[config.mk]
export PLATFORM = sky130hd
export DESIGN_NAME = lzx_trafficlights_monitor
export DESIGN_NICKNAME = d
export VERILOG_FILES = /design/src/rtl/lzx_trafficlights_monitor.sv
export SDC_FILE = /design/constraint.sdc
export NUM_CORES = 1
export LEC_CHECK = 0
export BUFFER_PORTS_ARGS = -buffer_cell sky130_fd_sc_hd__buf_2
export CORE_AREA = 2 2 39 41
export CTS_BUF_LIST = sky130_fd_sc_hd__clkbuf_4
export CTS_CLUSTER_SIZE = 25
export DETAILED_ROUTE_END_ITERATION = 10
export DIE_AREA = 0 0 41 43
export HOLD_SLACK_MARGIN = 0.05
export PLACE_DENSITY = 0.75
export REMOVE_ABC_BUFFERS = 1
export SYNTH_ARGS = -nofsm -noshare
export SYNTH_HDL_FRONTEND = slang
export SYNTH_SLANG_ARGS = --single-unit
[constraint.sdc]
create_clock -name clk -period 1.1 [get_ports clk]
set_input_delay 0 -clock clk [delete_from_list [all_inputs] [get_ports clk]]
set_output_delay 0 -clock clk [all_outputs]
set_load 0.1 [all_outputs]
[src/rtl/lzx_trafficlights_monitor.sv]
// Multi-channel traffic-light monitor: debounced one-hot check plus G->Y->R->G
// sequence check per channel, with software-clearable sticky fault flags.
module lzx_trafficlights_monitor #(
  parameter int N_CH  = 2,
  parameter int DEB   = 3,
  parameter int CNT_W = $clog2(DEB + 1)
) (
  input  logic              clk,
  input  logic              rst,
  input  logic [N_CH-1:0]   R,
  input  logic [N_CH-1:0]   Y,
  input  logic [N_CH-1:0]   G,
  input  logic [N_CH-1:0]   clr,
  output logic [N_CH-1:0]   ohe,
  output logic [N_CH-1:0]   seqe,
  output logic [N_CH-1:0]   Z,
  output logic [2*N_CH-1:0] st,
  output logic              any_fault
);

  // state     | meaning
  // S_INIT    | no valid lamp seen since reset; next valid lamp accepted unchecked
  // S_GREEN   | last valid lamp was green
  // S_YELLOW  | last valid lamp was yellow
  // S_RED     | last valid lamp was red
  typedef enum logic [1:0] {
    S_INIT   = 2'b00,
    S_GREEN  = 2'b01,
    S_YELLOW = 2'b10,
    S_RED    = 2'b11
  } state_t;

  localparam logic [CNT_W-1:0] DEB_C = CNT_W'(DEB);

  for (genvar i = 0; i < N_CH; i++) begin : g_ch
    state_t           st_q, st_d, lamp_st;
    logic [CNT_W-1:0] cnt_q, cnt_d;
    logic             ohe_q, ohe_d;
    logic             seqe_q, seqe_d;
    logic             valid, legal, seq_err, ohe_set;

    always_comb begin
      valid   = ({R[i], Y[i], G[i]} == 3'b100) || ({R[i], Y[i], G[i]} == 3'b010) ||
                ({R[i], Y[i], G[i]} == 3'b001);
      lamp_st = G[i] ? S_GREEN : (Y[i] ? S_YELLOW : S_RED);
      legal   = (st_q == S_GREEN  && lamp_st == S_YELLOW) ||
                (st_q == S_YELLOW && lamp_st == S_RED)    ||
                (st_q == S_RED    && lamp_st == S_GREEN);
      seq_err = valid && (st_q != S_INIT) && (lamp_st != st_q) && !legal;

      st_d = valid ? lamp_st : st_q;

      if (valid)               cnt_d = '0;
      else if (cnt_q == DEB_C) cnt_d = cnt_q;
      else                     cnt_d = cnt_q + CNT_W'(1);

      // Re-asserts on every saturated illegal sample so a clear cannot mask a live fault.
      ohe_set = !valid && (cnt_d == DEB_C);
      ohe_d   = ohe_set | (ohe_q & ~clr[i]);
      seqe_d  = seq_err | (seqe_q & ~clr[i]);
    end

    always_ff @(posedge clk) begin
      if (rst) begin
        st_q   <= S_INIT;
        cnt_q  <= '0;
        ohe_q  <= 1'b0;
        seqe_q <= 1'b0;
      end else begin
        st_q   <= st_d;
        cnt_q  <= cnt_d;
        ohe_q  <= ohe_d;
        seqe_q <= seqe_d;
      end
    end

    assign ohe[i]         = ohe_q;
    assign seqe[i]        = seqe_q;
    assign st[2*i +: 2]   = st_q;
  end

  assign Z         = ohe | seqe;
  assign any_fault = |Z;

endmodule

Word level (Yosys, flattened, before mapping)
Cells that the tools add are included.

word-level totals
  flip-flop bits (word level) = 12
  input bits = 10
  output and inout bits = 11
  word-level logic and storage cells = 82

cells by class
  $add $sub $neg = 2
  equal/unequal tests = 24
  muxes and demuxes = 8
  bitwise operators = 11
  reductions and logical operators = 29

operator list
  kind                 number
  $eq 2x2->1 const B   12
  $logic_and 1x1->1    14
  $mux 2               6
  $eq 2x1->1 const B   4
  $logic_or 1x1->1     8
  $eq 3x1->1 const B   2
  $eq 3x2->1 const B   2
  $eq 3x3->1 const B   2
  $add 2x1->2 const B  2
  $and 1x1->1          4
  $logic_not 1->1      4
  $ne 2x2->1           2
  $or 1x1->1           4
  $reduce_bool 2->1    2
  $mux 1               2
  $not 1->1            2
  $or 2x2->2           1
  $reduce_or 2->1      1

Logic depth before layout (Yosys ltp)
  depth after elaboration = 9
  gate-level depth with buffers = 4
  depth with buffers taken out = 3

Least setup slack after synthesis
No wires, ideal clock.

  path type = register to register
  start point = reg g_ch[0].st_q[1]
  end point = reg g_ch[0].seqe_q
  library setup time = 0.127 ns
  data arrival time = 1.375 ns
  data required time = 0.973 ns
  path slack = -0.403 ns
  cell stages (with the launch flop) = 4
  buffers on the path = 0
  clock period less this slack = 1.503 ns
  cells stage by stage = dfxtp_1 > nor3b_1 > o211ai_1 > nand3_1

on the way
  word-level cells in the longest chain between the ends = 7
  elaborated cells between the ends (all ways) = 15
  classes of those cells = eq/ne (4); bitwise (1); reduce/logical (10)

RTL lines
  element                                   line    text
  start, declared                           36      state_t st_q, st_d, lamp_st;
  start signal, assigned                    70      st_q <= st_d;
  $eq 2x1->1 or $eq 2x2->1 (tied branches)  46, 47
  $logic_and 1x1->1 (on tied branches)      46, 47
  $logic_or 1x1->1                          46      legal = (st_q == S_GREEN && lamp_st == S_YELLOW) ||
  $logic_or 1x1->1                          47      (st_q == S_YELLOW && lamp_st == S_RED) ||
  $logic_not 1->1                           49      seq_err = valid && (st_q != S_INIT) && (lamp_st != st_q) && !legal;
  $logic_and 1x1->1 *                       49
  $or 1x1->1 *                              60      seqe_d = seq_err | (seqe_q & ~clr[i]);
  end signal, assigned                      73      seqe_q <= seqe_d;
  end, declared                             39      logic seqe_q, seqe_d;

Mark *: on every way between the ends. The rest lies on a longest branch, timed or not.
A chain may end at the register's enable or synchronous reset.

Final worst setup path
  start point = reg g_ch[0].seqe_q
  end point = out any_fault

on the way
  word-level cells in the longest chain between the ends = 2

RTL lines
  element          line  text
  $or 2x2->2       82    assign Z = ohe | seqe;
  $reduce_or 2->1  83    assign any_fault = |Z;
  end, declared    18    output logic any_fault

No other way between the ends.

==> flow_summary.toml <==
[outcome]
status = "finished with violations"
failing_checks = "negative setup slack"

[setup_path]
timing.setup.critical_path_class = "reg2out"
crit_path_required_time_ns = 1.10
cp_endpoint_kind = "output port"
critical_path_arrival_ns = 1.24
r2r.worst_path.cells = 3
regToRegEndpoint = "g_ch[1].seqe_q$_SDFF_PP0_"
timing.critical_path.from_type = "register"
reg2reg_slack_ns = 0.16
critical_path_peak_fanout = 2
critical_path.reg2reg.startpoint = "g_ch[1].st_q[1]$_SDFFE_PP0P_"

[layout]
fin_nets = 109
finished_cell_area_um2 = 936
n_fill_cell = 102
num_antenna_cells = 0
drive_gt1_share_pct = 37.1
syn_to_final_growth_pct = 56.5
final_cell_count_no_fill = 113
finalCoreUtilization_pct = 67.6

[grt]
grt_max_degree = 13
vias_in_the_first_global_route = 545
grt_overflow = 0
grt_antenna_before_repair = 0
grt_first_pass_wirelength_um = 2260
grt.total_usage_pct = 18.4

[drt]
detail_route.iter0.violations = 1
detailedRoute.firstPassIterationCount = 4
route.antenna.remaining_nets = 0
drc_errors = 0
detail_route.wirelength_um = 1260
drt-wirelength-per-cell_um = 11.1
post_drt_via_cell_ratio = 5.03
num_vias = 568

[synthesis]
synthesis.area_um2 = 598
synth-seq-cells = 12
postSynth.topFlopCell = "dfxtp_1"
post-synth-top-area-cell = "dfxtp_1"
async_flop_share_pct = 0
postSynthCellCount = 70
yosysUniqueCellTypes = 21
synth_area_per_cell_um2 = 8.54
yosys_warnings = 0
synth.top_cells.by_count = "dfxtp_1 (12), nor2_1 (12)"
synth-edff-count = 0
portion_of_the_post_synthesis_area_used_by_sequential_elements_pct = 40.2
synthDominantCellAreaShare_pct = 40.2
netlist_top_cells_area = "dfxtp_1 (40%), nor2_1 (7.5%), a211oi_1 (5.0%), buf_4 (5.0%), nor3b_1 (5.0%)"

[place]
portBuffers = 20
numPlacedInstances = 105
gpl.final_weighted_congestion = 0.749
placed_cell_area_um2 = 835
post-dp-hpwl_um = 850
pre_cts_ws_ns = -0.0507

[timing]
fin_worst_skew_ns = 0.00307
period_needed_ns = 1.24
timing.final.max_slew_violations = 0
hold_ws_ns = 0.0712
grt_setup_unrepaired = "yes"
number_of_endpoints_with_negative_hold_slack_in_the_final_report = 0
fmax_mhz = 805
setup_violations = 1
tcrit_tclk_final_pct = 113
setup_ws_ns = -0.142
final.setup.tns_ns = -0.142
tightest_slew_ns = 0.278
slew_headroom_pct = 81.4

[die]
num_io_pins = 21
initial_utilization_pct = 43.2
design.core.area_um2 = 1380
die-area_um2 = 1760
die_h_um = 43
die_w_um = 41
placement_rows = 14

[run]
max_cap_violations = 0

[hold_path]
hp-start = "rst"
worst_hold_path.endpoint = "g_ch[1].st_q[1]$_SDFFE_PP0P_"
min-delay-path-class = "in2reg"
holdPathStages = 2

[power]
total_leakage_power_nw = 0.409
vdd.ir_drop.worst_mv = 0.804
post-layout-total-power_mw = 1.20
pwr_density_cell_nw_per_um2 = 1280

[cts]
tritoncts = "yes"
number_of_buffers_between_clock_root_and_the_deepest_sink = 2
worst_skew_pair.late_latency_ns = 0.26
cts-buffers-inserted = 3
cts.sinks = 12
root_buffer = "clkbuf_4"
cts_max_level = 1
cts.clk_slew.worst_paths_ns = 0.07
[per-layer routing]
layer	track usage (%)	vias up	part of all wire, %
li1	-	296	-
met1	23.3	257	46
met2	28.1	13	50
met3	4.71	2	3.2
met4	8.00	0	0.95
met5	0	-	0
[cell type report]
class / instances / area, um^2 / area share, %
repair buffers: 29 / 318 / 34.0
flip-flops and latches: 12 / 244 / 26.1
inverters: 4 / 15.0 / 1.60
clock buffers: 3 / 22.5 / 2.41
multi-input cells: 49 / 317 / 33.8
well taps: 16 / 20.0 / 2.14
[registers in the layout, summed over array words and instances, names as in the netlist]
register / cells
g_ch.st_q: 4
g_ch.ohe_q: 2
g_ch.seqe_q: 2
g_ch.cnt_q: 4
[power by group]
group          total (mW)  switching (mW)  internal [mW]  leakage [nW]
clock network       0.254           0.128          0.126        0.0138
registers           0.496          0.0310          0.465         0.100
logic               0.445           0.280          0.165         0.295
total                1.20           0.439          0.756         0.409
[worst max-delay path by stage]
stage / from / to / slack [ns] / cells past startpoint
2_1_floorplan: g_ch[0].ohe_q$_SDFF_PP0_ / any_fault / -0.97 / 2
3_3_place_gp: g_ch[0].seqe_q$_SDFF_PP0_ / any_fault / -0.05 / 3
3_5_place_dp: g_ch[0].seqe_q$_SDFF_PP0_ / any_fault / -0.05 / 3
4_1_cts: g_ch[1].seqe_q$_SDFF_PP0_ / any_fault / -0.14 / 3
5_1_grt: g_ch[0].seqe_q$_SDFF_PP0_ / any_fault / -0.18 / 3
6_report: g_ch[0].seqe_q$_SDFF_PP0_ / any_fault / -0.14 / 3
[logic make-up (layout without fill, tap and decap cells)]
kind of cell / Yosys count / after routing / share of synthesized area (%)
and+or+nand+nor: 29 / 29 / 25.7
xor gates and xnor gates: 2 / 2 / 2.93
buffers and inverters: 9 / 36 / 8.16
AOI/OAI and AO/OA: 18 / 18 / 23.0
DFF: 12 / 12 / 40.2
[timing repair]
action	4_1_cts	5_1_grt
gates resized for setup	11	2
setup buffers	1	0
hold buffers	4	0
endpoints found under the hold margin	4	0
pin swaps	2	1
setup endpoints to repair	3	2
[critical path, cell delays in order, from the launching register on]
cell and delay, ns:
dfxtp_2 0.32, or2_4 0.24, or2_4 0.26, buf_12 0.16
[cells in the final DEF (no fill, tap or decap), drive strengths merged, types with 3 or more instances in the layout]
cell type    count
buf             25
nor2            12
dfxtp           12
a211oi           6
inv              4
nor3b            4
dlygate4sd3      4
or2              3
clkbuf           3
No activity file was read; power rests on OpenSTA's default activity.
